==> src/rtl/alt_inv_deser_if.sv <==
// Bit-stream input and decoded-word output handshake for alt_inv_deser.
interface alt_inv_deser_if #(
  parameter int unsigned N = 4
);
  logic         SIN;
  logic         SVALID;
  logic         START;
  logic [N-1:0] Y;
  logic         YVALID;
  logic         YREADY;
  logic         BUSY;
  logic         OVR;

  modport master (
    output SIN, SVALID, START, YREADY,
    input  Y, YVALID, BUSY, OVR
  );

  modport slave (
    input  SIN, SVALID, START, YREADY,
    output Y, YVALID, BUSY, OVR
  );
endinterface

==> src/rtl/alt_inv_deser.sv <==
// Alternate-bit-inversion deserialiser: assembles N-bit words LSB first,
// undoes the even-bit inversion and holds each word on a valid/ready register.
module alt_inv_deser #(
  parameter int unsigned N = 4
) (
  input logic            CLK,
  input logic            RESET_N,
  alt_inv_deser_if.slave bus
);
  localparam int unsigned CW = (N > 2) ? $clog2(N) : 1;

  function automatic logic [N-1:0] even_mask();
    logic [N-1:0] m;
    m = '0;
    for (int unsigned i = 0; i < N; i += 2) m[i] = 1'b1;
    return m;
  endfunction

  localparam logic [N-1:0] MASK = even_mask();

  typedef enum logic {IDLE, SHIFT} state_t;

  state_t          state;
  logic [CW-1:0]   cnt;
  // Bit N-1 of a word is never stored: it is taken straight from SIN on the completing bit.
  logic [N-2:0]    sr;
  logic [N-1:0]    y;
  logic            yvalid;
  logic            ovr;

  logic            done;
  logic [N-1:0]    decoded;

  always_comb begin
    done    = (state == SHIFT) && bus.SVALID && !bus.START && (cnt == CW'(N-1));
    decoded = {bus.SIN, sr} ^ MASK;
  end

  always_ff @(posedge CLK or negedge RESET_N) begin
    if (!RESET_N) begin
      state  <= IDLE;
      cnt    <= '0;
      sr     <= '0;
      y      <= '0;
      yvalid <= 1'b0;
      ovr    <= 1'b0;
    end else begin
      if (bus.SVALID) begin
        if (bus.START) begin
          sr[0] <= bus.SIN;
          cnt   <= CW'(1);
          state <= SHIFT;
        end else if (state == SHIFT) begin
          if (done) begin
            cnt   <= '0;
            state <= IDLE;
          end else begin
            for (int unsigned i = 0; i < N - 1; i++) begin
              if (cnt == CW'(i)) sr[i] <= bus.SIN;
            end
            cnt <= cnt + CW'(1);
          end
        end
      end

      if (done) begin
        if (!yvalid || bus.YREADY) begin
          y      <= decoded;
          yvalid <= 1'b1;
        end else begin
          ovr <= 1'b1;
        end
      end else if (yvalid && bus.YREADY) begin
        yvalid <= 1'b0;
      end
    end
  end

  assign bus.Y      = y;
  assign bus.YVALID = yvalid;
  assign bus.OVR    = ovr;
  assign bus.BUSY   = (state == SHIFT);
endmodule

==> src/flat_wrapper.sv <==
// flat-port wrapper written by rule: the top's interface ports become plain ports
module alt_inv_deser_flat 
#(
  parameter int unsigned N = 4
)
  (CLK, RESET_N, bus_SIN, bus_SVALID, bus_START, bus_YREADY, bus_Y, bus_YVALID, bus_BUSY, bus_OVR);
  alt_inv_deser_if #(.N(N)) bus_i ();
  input logic CLK;
  input logic RESET_N;
  input wire logic [$bits(bus_i.SIN)-1:0] bus_SIN;
  input wire logic [$bits(bus_i.SVALID)-1:0] bus_SVALID;
  input wire logic [$bits(bus_i.START)-1:0] bus_START;
  input wire logic [$bits(bus_i.YREADY)-1:0] bus_YREADY;
  output wire logic [$bits(bus_i.Y)-1:0] bus_Y;
  output wire logic [$bits(bus_i.YVALID)-1:0] bus_YVALID;
  output wire logic [$bits(bus_i.BUSY)-1:0] bus_BUSY;
  output wire logic [$bits(bus_i.OVR)-1:0] bus_OVR;
  assign bus_i.SIN = bus_SIN;
  assign bus_i.SVALID = bus_SVALID;
  assign bus_i.START = bus_START;
  assign bus_i.YREADY = bus_YREADY;
  assign bus_Y = bus_i.Y;
  assign bus_YVALID = bus_i.YVALID;
  assign bus_BUSY = bus_i.BUSY;
  assign bus_OVR = bus_i.OVR;
  alt_inv_deser #(.N(N)) u_core (.CLK(CLK), .RESET_N(RESET_N), .bus(bus_i));
endmodule
==> config.mk <==
export PLATFORM = sky130hd
export DESIGN_NAME = alt_inv_deser_flat
export DESIGN_NICKNAME = d
export VERILOG_FILES = /design/src/rtl/alt_inv_deser_if.sv /design/src/rtl/alt_inv_deser.sv /design/src/flat_wrapper.sv
export SDC_FILE = /design/constraint.sdc
export NUM_CORES = 1
export LEC_CHECK = 0
export ABC_AREA = 1
export BUFFER_PORTS_ARGS = -buffer_cell sky130_fd_sc_hd__buf_4
export CORE_MARGIN = 5
export CORE_UTILIZATION = 38
export CTS_CLUSTER_SIZE = 40
export DETAILED_ROUTE_END_ITERATION = 12
export PLACE_DENSITY_LB_ADDON = 0.1
export SLEW_MARGIN = 15
export SYNTH_ARGS = -nofsm -noshare
export SYNTH_HDL_FRONTEND = slang
export SYNTH_SLANG_ARGS = --single-unit
export TNS_END_PERCENT = 30
==> constraint.sdc <==
create_clock -name CLK -period 1.17 [get_ports CLK]
set_input_delay 0.0585 -clock CLK [delete_from_list [all_inputs] [get_ports CLK]]
set_output_delay 0.0585 -clock CLK [all_outputs]
set_load 0.01 [all_outputs]
==> impl_metrics.yaml <==
min_path:
  min_path_type: "input pin to flip-flop"
  whs_path_depth: 3
  min-delay-start: "bus_SIN"
placed_design:
  io_buffer_count: 12
  pre_cts_ws_ps: -25.9
  dpl.cell_count: 95
  placed_area_um2: 698
  hpwlAfterDp_um: 882
  place_congestion: 0.810
floorplanning:
  die_h_um: 49.1
  boundaryPins: 13
  num_rows: 14
  start_util_pct: 39.5
  die_w_um: 49.1
  core_um2: 1470
  die_area_um2: 2410
clocking:
  cts.sinks: 12
  h-tree-depth: 1
  cts_root_buffer: "clkbuf_4"
  cts_buffers: 3
  cts.clk_slew.worst_paths_ps: 70
  cts_tree: "done"
  clock_latency_ps: 270
  cts_buffer_depth: 2
grt:
  grt_pass1_wl_mm: 2.11
  antenna_found_initial: 0
  overflow: 0
  grt_use_total_pct: 11.7
  grt_max_degree: 13
  grt_pass1_vias: 480
cells_and_area:
  final_cell_mix: "21 x nand2_1, 14 x buf_4, 11 x dfrtp_1"
  final_common_cell: "nand2_1"
  antenna_cells: 0
  finish.instance_area_um2: 785
  fin_nets: 97
  areaGrowthSynthToFinish_pct: 35.1
  final_cells: 102
  layout-drive-gt1-share_pct: 30.2
  fillers: 163
  fin_util_pct: 53.3
pwr:
  p_per_area_nw_per_um2: 1710
  ir_drop_mv: 0.640
  leakage_nw: 0.412
critical_path:
  end_kind: "flip-flop"
  max_stage_delay_ps: 400
  worst-path-max-fanout: 4
  path_cells: "inv_1 -> ha_1 -> or2_1 -> nand4_1 -> nand2_1"
  crit_required_ps: 1330
  critical_path_class: "flip-flop to flip-flop"
  r2r-start: "u_core.cnt[0]$_DFFE_PN0P_"
  ff2ff_path_depth: 5
  cp-start-kind: "flip-flop"
  setup.worst_path.start: "u_core.cnt[0]$_DFFE_PN0P_"
  arrival_ps: 1310
  cp_slowest_cell: "dfrtp_1"
logic_synthesis:
  synth-compound-area-share_pct: 5.60
  ys_warn_count: 0
  seq_area_frac_synth_pct: 51.7
  synth_cell_type_count: 15
  synth_mux_area_share_pct: 0
  synthXorXnorAreaFrac_pct: 0
  syn-num-nets: 76
  synth_seq_cells: 12
  synth_fa_ha_area_share_pct: 8.62
  syn_avg_cell_area_um2: 8.80
  synth_top_family_by_area: "simple AND/OR/NAND/NOR gates"
  synthSimpleGateAreaFrac_pct: 27.6
  synthCells: 66
  syn_area_um2: 581
sta:
  timing.final.ws_setup_ps: 20.4
  finalMaxSlewViolations: 0
  finalSetupViolations: 0
  tns_ps: 0
  min_period_over_period_pct: 98.3
  fin_skew_ps: 0.426
  finalCriticalPeriod_ps: 1150
  relSlewSlack_pct: 83.6
  fmaxAchievable_mhz: 870
  worstMarginPinSlew_ps: 245
  grt_setup_unrepaired: "true"
  hold_viol_final: 0
detailed_routing:
  wl_met2_um: 550
  drt_first_pass_iters: 3
  wl_met1_um: 511
  first_iter_violations: 2
  drtAntennaViolNets: 0
  wire_per_inst_um: 11.3
  wl_met3_um: 72
  vias_per_cell: 4.56
  routed.top_layer: "met4"
  num_vias: 465
  totalWireLength_mm: 1.15
  drc: 0
run_status:
  status: "finished clean"
job:
  cap_violations: 0
-- final cells by class --
cell class                 count  area [um2]  share of cell area [%]
timing repair buffer          16         125                    15.9
inverter                      10        37.5                    4.78
sequential                    12         302                    38.4
tap                           16        20.0                    2.55
clock buffer                   4        36.3                    4.63
multi-input combinational     44         264                    33.7
-- timing repair --
action                                 in CTS  in global routing
setup endpoints to repair                   4                  8
hold buffers                                2                  0
endpoints found under the hold margin      13                  0
pin swaps                                   0                  0
resized for setup                           2                  3
setup buffers                               0                  1
-- worst max-delay path: cells and delay by family (launching register included) --
family | cells | cell delay (ps)
adder cells (fa/ha/maj) | 1 | 180
buffers and inverters | 1 | 80
flip-flops | 1 | 400
AND/OR/NAND/NOR | 3 | 380
-- metrics by stage --
step | hold WS [ps] | total power, mW
after floorplan | -237 | 0.815
after global placement | -93.2 | 1.00
final | 14.8 | 1.34
after detailed placement | -94.6 | 1.01
after CTS | 9.22 | 1.35
after global routing | 40.1 | 1.46
-- logic make-up (layout without fill, tap and decap cells) --
kind of cell / Yosys count / after routing
buffers and inverters: 10 / 30
adder cells (fa/ha/maj): 4 / 4
AND/OR/NAND/NOR: 34 / 34
AO/OA/AOI/OAI: 6 / 6
flip-flops: 12 / 12
-- state kept, by name, summed over array words and instances, names as in the netlist --
signal and count:
u_core.bus.OVR 1, u_core.bus.YVALID 1, u_core.bus.BUSY 1, u_core.sr 3, u_core.cnt 2, u_core.bus.Y 4
-- power breakdown --
group / internal [mW] / total, mW / switching (mW)
registers: 0.538 / 0.616 / 0.0780
clock network: 0.189 / 0.324 / 0.135
logic: 0.204 / 0.403 / 0.198
total: 0.931 / 1.34 / 0.411
-- synth_stat cells --
cell / count / area share, %
nand2_1: 21 / 14
dfrtp_1: 12 / 52
inv_1: 9 / 5.8
nand3_1: 5 / 4.3
o21ai_1: 5 / 4.3
ha_1: 4 / 8.6
nor2_1: 2 / 1.3
inv_2: 1 / 0.65
nand2_2: 1 / 1.1
nand4_1: 1 / 1.1
nand4_2: 1 / 2.2
nor2_2: 1 / 1.1
nor2_4: 1 / 1.9
o21bai_1: 1 / 1.3
or2_1: 1 / 1.1
-- routing by layer --
layer / GRT usage (%) / vias up
met5: 0 / -
met4: 8.07 / 0
met3: 4.89 / 2
met2: 18.0 / 10
met1: 12.8 / 206
li1: - / 247
-- final timing paths --
kind	endpoint	slack, ps
setup reg to reg	u_core.sr[0]$_DFFE_PN0P_	20
min in group asynchronous	u_core.bus.Y[1]$_DFFE_PN0P_	160
hold / removal	u_core.bus.Y[3]$_DFFE_PN0P_	10
max in group asynchronous	u_core.bus.BUSY$_DFFE_PN0P_	840
setup / recovery	u_core.sr[0]$_DFFE_PN0P_	20
hold reg to reg	u_core.bus.Y[0]$_DFFE_PN0P_	480
(Power assumes the default switching activity.)
